File: src/rtl/reg_sequencer_if.sv
// reg_sequencer_if -- bus bundle between the sequencer and its neighbours.
//   imem_req/imem_addr    : fetch request and address (sequencer drives)
//   imem_ready/imem_data  : fetch acknowledge and instruction word (memory drives)
//   read1_id/read2_id     : register block read selects (sequencer drives)
//   read1_value/read2_value : combinational read data (register block drives)
//   write_id/write_value  : register block write port, write_id = 0 means idle
// Modports: master = sequencer side, slave = memory / register block side.
interface reg_sequencer_if #(
    parameter int PC_WIDTH = 8
);
    logic                imem_req;
    logic [PC_WIDTH-1:0] imem_addr;
    logic                imem_ready;
    logic [15:0]         imem_data;
    logic [3:0]          read1_id;
    logic [7:0]          read1_value;
    logic [3:0]          read2_id;
    logic [7:0]          read2_value;
    logic [3:0]          write_id;
    logic [7:0]          write_value;

    modport master (
        output imem_req, imem_addr, read1_id, read2_id, write_id, write_value,
        input  imem_ready, imem_data, read1_value, read2_value
    );

    modport slave (
        input  imem_req, imem_addr, read1_id, read2_id, write_id, write_value,
        output imem_ready, imem_data, read1_value, read2_value
    );
endinterface

File: src/rtl/reg_sequencer.sv
// reg_sequencer -- fetch/decode/execute sequencer for the 8-bit datapath.
// Fetches 16-bit instructions, reads up to two registers, runs a small ALU
// and writes the result back into the 16 x 8-bit register block.
// Ports:
//   clock   : single clock, rising edge
//   reset   : synchronous, active-high
//   bus     : reg_sequencer_if.master (instruction fetch + register block)
//   pc      : current program counter
//   halted  : high once a HALT instruction has executed
//
// state     | meaning
// ----------+-------------------------------------------------------
// S_FETCH   | request imem[pc], wait for imem_ready, latch instruction
// S_DECODE  | drive read ids, latch read values as operands
// S_EXECUTE | drive write port for one cycle, update pc
// S_HALT    | stopped, only reset leaves this state
module reg_sequencer #(
    parameter int PC_WIDTH = 8
) (
    input  logic                clock,
    input  logic                reset,
    reg_sequencer_if.master     bus,
    output logic [PC_WIDTH-1:0] pc,
    output logic                halted
);
    typedef enum logic [1:0] {
        S_FETCH   = 2'd0,
        S_DECODE  = 2'd1,
        S_EXECUTE = 2'd2,
        S_HALT    = 2'd3
    } state_t;

    localparam logic [3:0] OP_ADD  = 4'h1;
    localparam logic [3:0] OP_SUB  = 4'h2;
    localparam logic [3:0] OP_AND  = 4'h3;
    localparam logic [3:0] OP_OR   = 4'h4;
    localparam logic [3:0] OP_XOR  = 4'h5;
    localparam logic [3:0] OP_LDI  = 4'h6;
    localparam logic [3:0] OP_ADDI = 4'h7;
    localparam logic [3:0] OP_BEQZ = 4'h8;
    localparam logic [3:0] OP_JMP  = 4'h9;
    localparam logic [3:0] OP_HALT = 4'hF;

    state_t              state_q;
    logic [PC_WIDTH-1:0] pc_q;
    logic [15:0]         ir_q;
    logic [7:0]          op_a_q;
    logic [7:0]          op_b_q;

    logic [3:0]          opcode;
    logic [3:0]          rd;
    logic [3:0]          rs1;
    logic [3:0]          rs2;
    logic [7:0]          imm8;

    logic [3:0]          rd1_sel;
    logic [3:0]          rd2_sel;
    logic [7:0]          result;
    logic                writes_rd;
    logic                write_en;
    logic [PC_WIDTH-1:0] branch_target;
    logic [PC_WIDTH-1:0] pc_next;

    assign opcode = ir_q[15:12];
    assign rd     = ir_q[11:8];
    assign rs1    = ir_q[7:4];
    assign rs2    = ir_q[3:0];
    assign imm8   = ir_q[7:0];

    assign branch_target = PC_WIDTH'(imm8);

    always_comb begin
        rd1_sel = 4'd0;
        rd2_sel = 4'd0;
        case (opcode)
            OP_ADD, OP_SUB, OP_AND, OP_OR, OP_XOR: begin
                rd1_sel = rs1;
                rd2_sel = rs2;
            end
            OP_ADDI, OP_BEQZ: rd1_sel = rd;
            default: ;
        endcase
    end

    always_comb begin
        result    = 8'd0;
        writes_rd = 1'b1;
        case (opcode)
            OP_ADD:  result = op_a_q + op_b_q;
            OP_SUB:  result = op_a_q - op_b_q;
            OP_AND:  result = op_a_q & op_b_q;
            OP_OR:   result = op_a_q | op_b_q;
            OP_XOR:  result = op_a_q ^ op_b_q;
            OP_LDI:  result = imm8;
            OP_ADDI: result = op_a_q + imm8;
            default: writes_rd = 1'b0;
        endcase
    end

    always_comb begin
        pc_next = pc_q + PC_WIDTH'(1);
        if (opcode == OP_JMP || (opcode == OP_BEQZ && op_a_q == 8'd0)) begin
            pc_next = branch_target;
        end
    end

    // Outputs decode registered state only, but are forced to their reset
    // values while reset is high so a write in flight is squashed in the
    // very cycle reset is asserted.
    assign write_en = !reset && state_q == S_EXECUTE && writes_rd && rd != 4'd0;

    assign bus.imem_req    = !reset && state_q == S_FETCH;
    assign bus.imem_addr   = bus.imem_req ? pc_q : '0;
    assign bus.read1_id    = (!reset && (state_q == S_DECODE || state_q == S_EXECUTE)) ? rd1_sel : 4'd0;
    assign bus.read2_id    = (!reset && (state_q == S_DECODE || state_q == S_EXECUTE)) ? rd2_sel : 4'd0;
    assign bus.write_id    = write_en ? rd : 4'd0;
    assign bus.write_value = write_en ? result : 8'd0;
    assign pc              = reset ? '0 : pc_q;
    assign halted          = !reset && state_q == S_HALT;

    always_ff @(posedge clock) begin
        if (reset) begin
            state_q <= S_FETCH;
            pc_q    <= '0;
            ir_q    <= 16'd0;
            op_a_q  <= 8'd0;
            op_b_q  <= 8'd0;
        end else begin
            case (state_q)
                S_FETCH: begin
                    if (bus.imem_ready) begin
                        ir_q    <= bus.imem_data;
                        state_q <= S_DECODE;
                    end
                end
                S_DECODE: begin
                    op_a_q  <= bus.read1_value;
                    op_b_q  <= bus.read2_value;
                    state_q <= S_EXECUTE;
                end
                S_EXECUTE: begin
                    if (opcode == OP_HALT) begin
                        state_q <= S_HALT;
                    end else begin
                        pc_q    <= pc_next;
                        state_q <= S_FETCH;
                    end
                end
                default: state_q <= S_HALT;
            endcase
        end
    end
endmodule

File: src/flat_wrapper.sv
// flat-port wrapper written by rule: the top's interface ports become plain ports
module reg_sequencer_flat 
#(
    parameter int PC_WIDTH = 8
)
  (clock, reset, pc, halted, bus_imem_req, bus_imem_addr, bus_read1_id, bus_read2_id, bus_write_id, bus_write_value, bus_imem_ready, bus_imem_data, bus_read1_value, bus_read2_value);
  reg_sequencer_if #(.PC_WIDTH(PC_WIDTH)) bus_i ();
  input  logic clock;
  input  logic reset;
  output logic [PC_WIDTH-1:0] pc;
  output logic halted;
  output wire logic [$bits(bus_i.imem_req)-1:0] bus_imem_req;
  output wire logic [$bits(bus_i.imem_addr)-1:0] bus_imem_addr;
  output wire logic [$bits(bus_i.read1_id)-1:0] bus_read1_id;
  output wire logic [$bits(bus_i.read2_id)-1:0] bus_read2_id;
  output wire logic [$bits(bus_i.write_id)-1:0] bus_write_id;
  output wire logic [$bits(bus_i.write_value)-1:0] bus_write_value;
  input wire logic [$bits(bus_i.imem_ready)-1:0] bus_imem_ready;
  input wire logic [$bits(bus_i.imem_data)-1:0] bus_imem_data;
  input wire logic [$bits(bus_i.read1_value)-1:0] bus_read1_value;
  input wire logic [$bits(bus_i.read2_value)-1:0] bus_read2_value;
  assign bus_imem_req = bus_i.imem_req;
  assign bus_imem_addr = bus_i.imem_addr;
  assign bus_read1_id = bus_i.read1_id;
  assign bus_read2_id = bus_i.read2_id;
  assign bus_write_id = bus_i.write_id;
  assign bus_write_value = bus_i.write_value;
  assign bus_i.imem_ready = bus_imem_ready;
  assign bus_i.imem_data = bus_imem_data;
  assign bus_i.read1_value = bus_read1_value;
  assign bus_i.read2_value = bus_read2_value;
  reg_sequencer #(.PC_WIDTH(PC_WIDTH)) u_core (.clock(clock), .reset(reset), .bus(bus_i), .pc(pc), .halted(halted));
endmodule
File: config.mk
export PLATFORM = sky130hd
export DESIGN_NAME = reg_sequencer_flat
export DESIGN_NICKNAME = d
export VERILOG_FILES = /design/src/rtl/reg_sequencer_if.sv /design/src/rtl/reg_sequencer.sv /design/src/flat_wrapper.sv
export SDC_FILE = /design/constraint.sdc
export NUM_CORES = 1
export LEC_CHECK = 0
export ABC_CLOCK_PERIOD_IN_PS = 5200
export CAP_MARGIN = 5
export CORE_UTILIZATION = 52
export DETAILED_ROUTE_END_ITERATION = 12
export PLACE_DENSITY = 0.82
export SYNTH_ARGS = -nofsm -noshare
export SYNTH_HDL_FRONTEND = slang
export SYNTH_SLANG_ARGS = --single-unit
File: constraint.sdc
create_clock -name clock -period 5.2 [get_ports clock]
set_input_delay 0.78 -clock clock [delete_from_list [all_inputs] [get_ports clock]]
set_output_delay 0.78 -clock clock [all_outputs]
set_load 0.1 [all_outputs]
==> results of run 1 <==
==> worst max-delay path: stages (launching register included) <==
cell,delay (ns)
dfxtp_1,0.48
or4b_4,0.69
nand2_1,0.18
o41ai_1,0.10
a221o_1,0.30
ha_1,0.34
a2111oi_0,0.43
o211ai_1,0.17
nand2_1,0.08
or4b_1,0.45
o211ai_2,0.12
buf_12,0.20
==> cells in the mapped netlist (all sizes together) (2+ instances only) <==
| master | number | share of area [%] |
|---|---|---|
| nor4 | 4 | 0.75 |
| clkbuf | 24 | 2.7 |
| o22ai | 7 | 1.3 |
| and2 | 14 | 2.6 |
| and3 | 13 | 2.4 |
| nand2b | 7 | 1.3 |
| a2111oi | 2 | 0.53 |
| o211ai | 3 | 0.83 |
| mux2i | 17 | 5.1 |
| a22oi | 13 | 2.9 |
| nor2b | 16 | 3.0 |
| o211a | 2 | 0.60 |
| nand2 | 60 | 6.8 |
| dfxtp | 42 | 25 |
| a311oi | 2 | 0.53 |
| o41ai | 2 | 0.53 |
| or3 | 2 | 0.38 |
| inv | 23 | 2.6 |
| a211oi | 4 | 0.90 |
| a221o | 4 | 1.2 |
| nand3 | 10 | 1.5 |
| nand3b | 2 | 0.45 |
| a31oi | 2 | 0.38 |
| nor2 | 34 | 3.8 |
| a21oi | 44 | 6.6 |
| or4b | 2 | 0.72 |
| o21ai | 19 | 2.9 |
| a21o | 2 | 0.45 |
| nand4 | 3 | 0.56 |
| o31ai | 2 | 0.45 |
| nor3 | 10 | 1.5 |
| a21boi | 2 | 0.45 |
| o21a | 3 | 0.68 |
| buf | 2 | 0.49 |
| ha | 30 | 11 |
==> registers in the layout (all words and copies together) (netlist names) <==
register        flops
u_core.op_b_q       8
u_core.ir_q        16
u_core.op_a_q       8
u_core.state_q      2
u_core.pc_q         8
==> cells in the final DEF, fill, tap and decap left out, drive strengths merged, types with 4 or more instances in the layout <==
master and instances:
nand3 10, nand2b 7, clkbuf 8, a211oi 4, nor2b 16, o21ai 19, ha 30, and2 14
nand2 60, clkdlybuf4s50 50, o22ai 7, buf 26, nor2 34, nor3 10, a21oi 44, a22oi 13
dfxtp 42, inv 23, mux2i 17, a221o 4, and3 13, nor4 4
==> metal layers <==
layer  vias up  wire [um]
met1      1624       4310
met2       156       4350
met5         -          0
met4         0        182
li1       1718          -
met3        16        759
==> cells by family (layout without fill, tap and decap cells) <==
| logic type | count (synthesis) | after routing | share of synthesized area [%] |
|---|---|---|---|
| adder cells (fa/ha/maj) | 31 | 31 | 11.9 |
| AO/OA/AOI/OAI | 123 | 123 | 24.0 |
| buffers and inverters | 49 | 108 | 5.80 |
| AND/OR/NAND/NOR | 184 | 184 | 27.6 |
| XOR/XNOR | 1 | 1 | 0.264 |
| flip-flops | 42 | 42 | 25.3 |
| multiplexers | 17 | 17 | 5.12 |
==> cell type report <==
class	count	area share (%)
repair buffers	77	17.2
well taps	75	2.27
inverters	23	2.09
clock inverters	1	0.726
multi-input cells	356	55.5
clock buffers	7	1.85
flip-flops and latches	42	20.3
==> worst max-delay path by stage <==
stage | start | end | slack (ns) | cells past startpoint
3_5_place_dp | u_core.ir_q[15]$_SDFFE_PP0P_ | bus_write_value[7] | 0.91 | 11
2_1_floorplan | u_core.ir_q[12]$_SDFFE_PP0P_ | bus_write_value[6] | 0.40 | 12
3_3_place_gp | u_core.ir_q[12]$_SDFFE_PP0P_ | bus_write_value[7] | 1.0 | 11
4_1_cts | u_core.ir_q[15]$_SDFFE_PP0P_ | bus_write_value[7] | 0.60 | 11
5_1_grt | u_core.ir_q[12]$_SDFFE_PP0P_ | bus_write_value[7] | 0.38 | 11
6_report | u_core.ir_q[15]$_SDFFE_PP0P_ | bus_write_value[7] | 0.57 | 11
==> per-stage QoR <==
stage               hold WS, ns  util [%]  setup slack (ns)
global placement          0.472      66.9             0.998
floorplan                 0.458         -             0.396
detailed placement        0.480      66.9             0.913
global route              0.510      68.6             0.375
finish                    0.492      68.6             0.567
CTS                       0.492      68.6             0.602
==> report_power, final <==
| part | switching [W] | internal [W] | leakage (nW) |
|---|---|---|---|
| clock network | 0.000122 | 0.000144 | 0.0524 |
| logic | 0.000159 | 0.000103 | 1.27 |
| registers | 0.0000409 | 0.000342 | 0.343 |
| total | 0.000322 | 0.000589 | 1.66 |
==> results by group, run 1 <==
STA
  – Period utilisation layout: between 80 and 90%
  – Worst Max-Slew Pin Slew: 0.990 ns
  – Final setup fails: 0
  – Fin. Hold Viols: 0
  – Pins Over Slew Limit: 0
  – Achievable frequency: around 220 MHz
  – Max-Slew Margin vs Limit: around 34%
  – Total negative setup slack: 0 ns
  – RSZ-0062 raised after global routing: false
  – Clock skew: 0.0106 ns
  – Min Tclk post-route: approximately 4.6 ns

Clock tree
  – Clock root buffer: clkbuf_8
  – CTS-repair resized insts: 0
  – CTS Buf Count: 5
  – Worst-path clk slew: 0.08 ns
  – CTS max path bufs: 2
  – CTS tree: built
  – Postcts setup bufs: 0
  – H-tree depth: 2
  – Hold buffer count at cts: 0
  – Clk Latency, worst-skew pair: 0.31 ns
  – CTS Sinks: 42

Critical path
  – WP data required: between 4 and 5 ns
  – Worst EP arrival: between 3 and 4 ns
  – Reg-to-Reg Start: u_core.op_a_q[0]$_SDFFE_PP0N_
  – R2r setup slk: ~3.0 ns
  – Crit start category: flip-flop
  – Setup Crit Path Kind: reg -> out
  – R2R Path End: u_core.pc_q[7]$_SDFFE_PP0P_
  – Worst-path maximum fanout: 16
  – Crit end category: output pin
  – R2r worst-path depth: 5

Yosys
  – Main flop type after synthesis: dfxtp_1
  – Post-synthesis cell count: around 450
  – Mapped Area: ~3300 sq um
  – Synth unique cells: between 50 and 60
  – Ys async rst share: 0%
  – YS warnings: 0
  – Number of synthesized flops with an enable pin: 0
  – Syn_area_per_cell: 7.44 sq um
  – Syn_nets: 513
  – Flops & latches, synth: 42
  – Sequential fraction of the synthesis area: 25.3%

Floorplan
  – Ports: 73
  – Die ar.: roughly 6700 sq um
  – DIE WIDTH: 82.0 um
  – Die Ht: 82.0 um
  – Core ar.: between 6000 and 7000 sq um
  – Initial Util: a little under three fifths
  – Cell Rows: 28

Placed design
  – Post-DP Area: just over 4000 sq um
  – Hpwl dp: a little over 7000 um
  – Gpl congestion: 0.973
  – Placed insts: ~570
  – Port bufs: 72

Power and ir drop
  – PD cells: around 220 nW/um^2
  – Leakage: ~1.7 nW
  – Overall Power: around 0.00091 W
  – Worst vdd ir: ~0.00013 V

Detailed routing
  – DR vias: around 3500
  – Wire per inst: 16.5 um
  – Drt pass-1 iters: 6
  – Routed Antenna Nets: 0
  – 1st-iter DRT viols: 300
  – Via-to-Cell Ratio: a little over 6
  – Drt drc: 0
  – Routed wire length: 9600 um

Global route
  – Initial antenna violation count: 0
  – First-pass GRT wire length: around 15000 um
  – Vias in the first global route: between 3000 and 4000
  – Met3 Use GR: between 4 and 5%
  – Met1 GRT Util: between 40% and 50%
  – Met2 GRT Util: a little under half
  – Gr usage total: slightly below 30%
  – Largest net degree at the start of global routing: 35
  – Global route total overflow: 0
  – Top Usage Layer GRT: met2

Layout
  – Non-Filler Instances: a little under 600
  – Post-route cell area: 4140 sq um
  – Footprint of the multi-input gates: approximately 2300 sq um
  – Layout cells sized above 1: 7.71%
  – ANT cells: 0
  – Area Overhead vs Synth: 24.4%
  – Nets: between 500 and 600
  – Register area: about 840 sq um
  – Fill cells: ~550

Min path
  – Hold Path Sink: u_core.ir_q[9]$_SDFFE_PP0P_
  – HP Class: reg -> reg
  – Hold path cells: 2
  – Hold path start: u_core.ir_q[9]$_SDFFE_PP0P_

Job
  – Maxcap violations: 0

Status
  – Status: complete, no violations
No activity file was read; power rests on OpenSTA's default activity.
==> run 2, diff against run 1 <==
--- a/config.mk
+++ b/config.mk
@@ -6,7 +6,7 @@
 export NUM_CORES = 1
 export LEC_CHECK = 0
 export ABC_CLOCK_PERIOD_IN_PS = 5200
-export CAP_MARGIN = 5
+export CAP_MARGIN = 30
 export CORE_UTILIZATION = 52
 export DETAILED_ROUTE_END_ITERATION = 12
 export PLACE_DENSITY = 0.82
==> results of run 2 <==
Same layout as run 1: the final DEF is identical, and so are final timing and power.
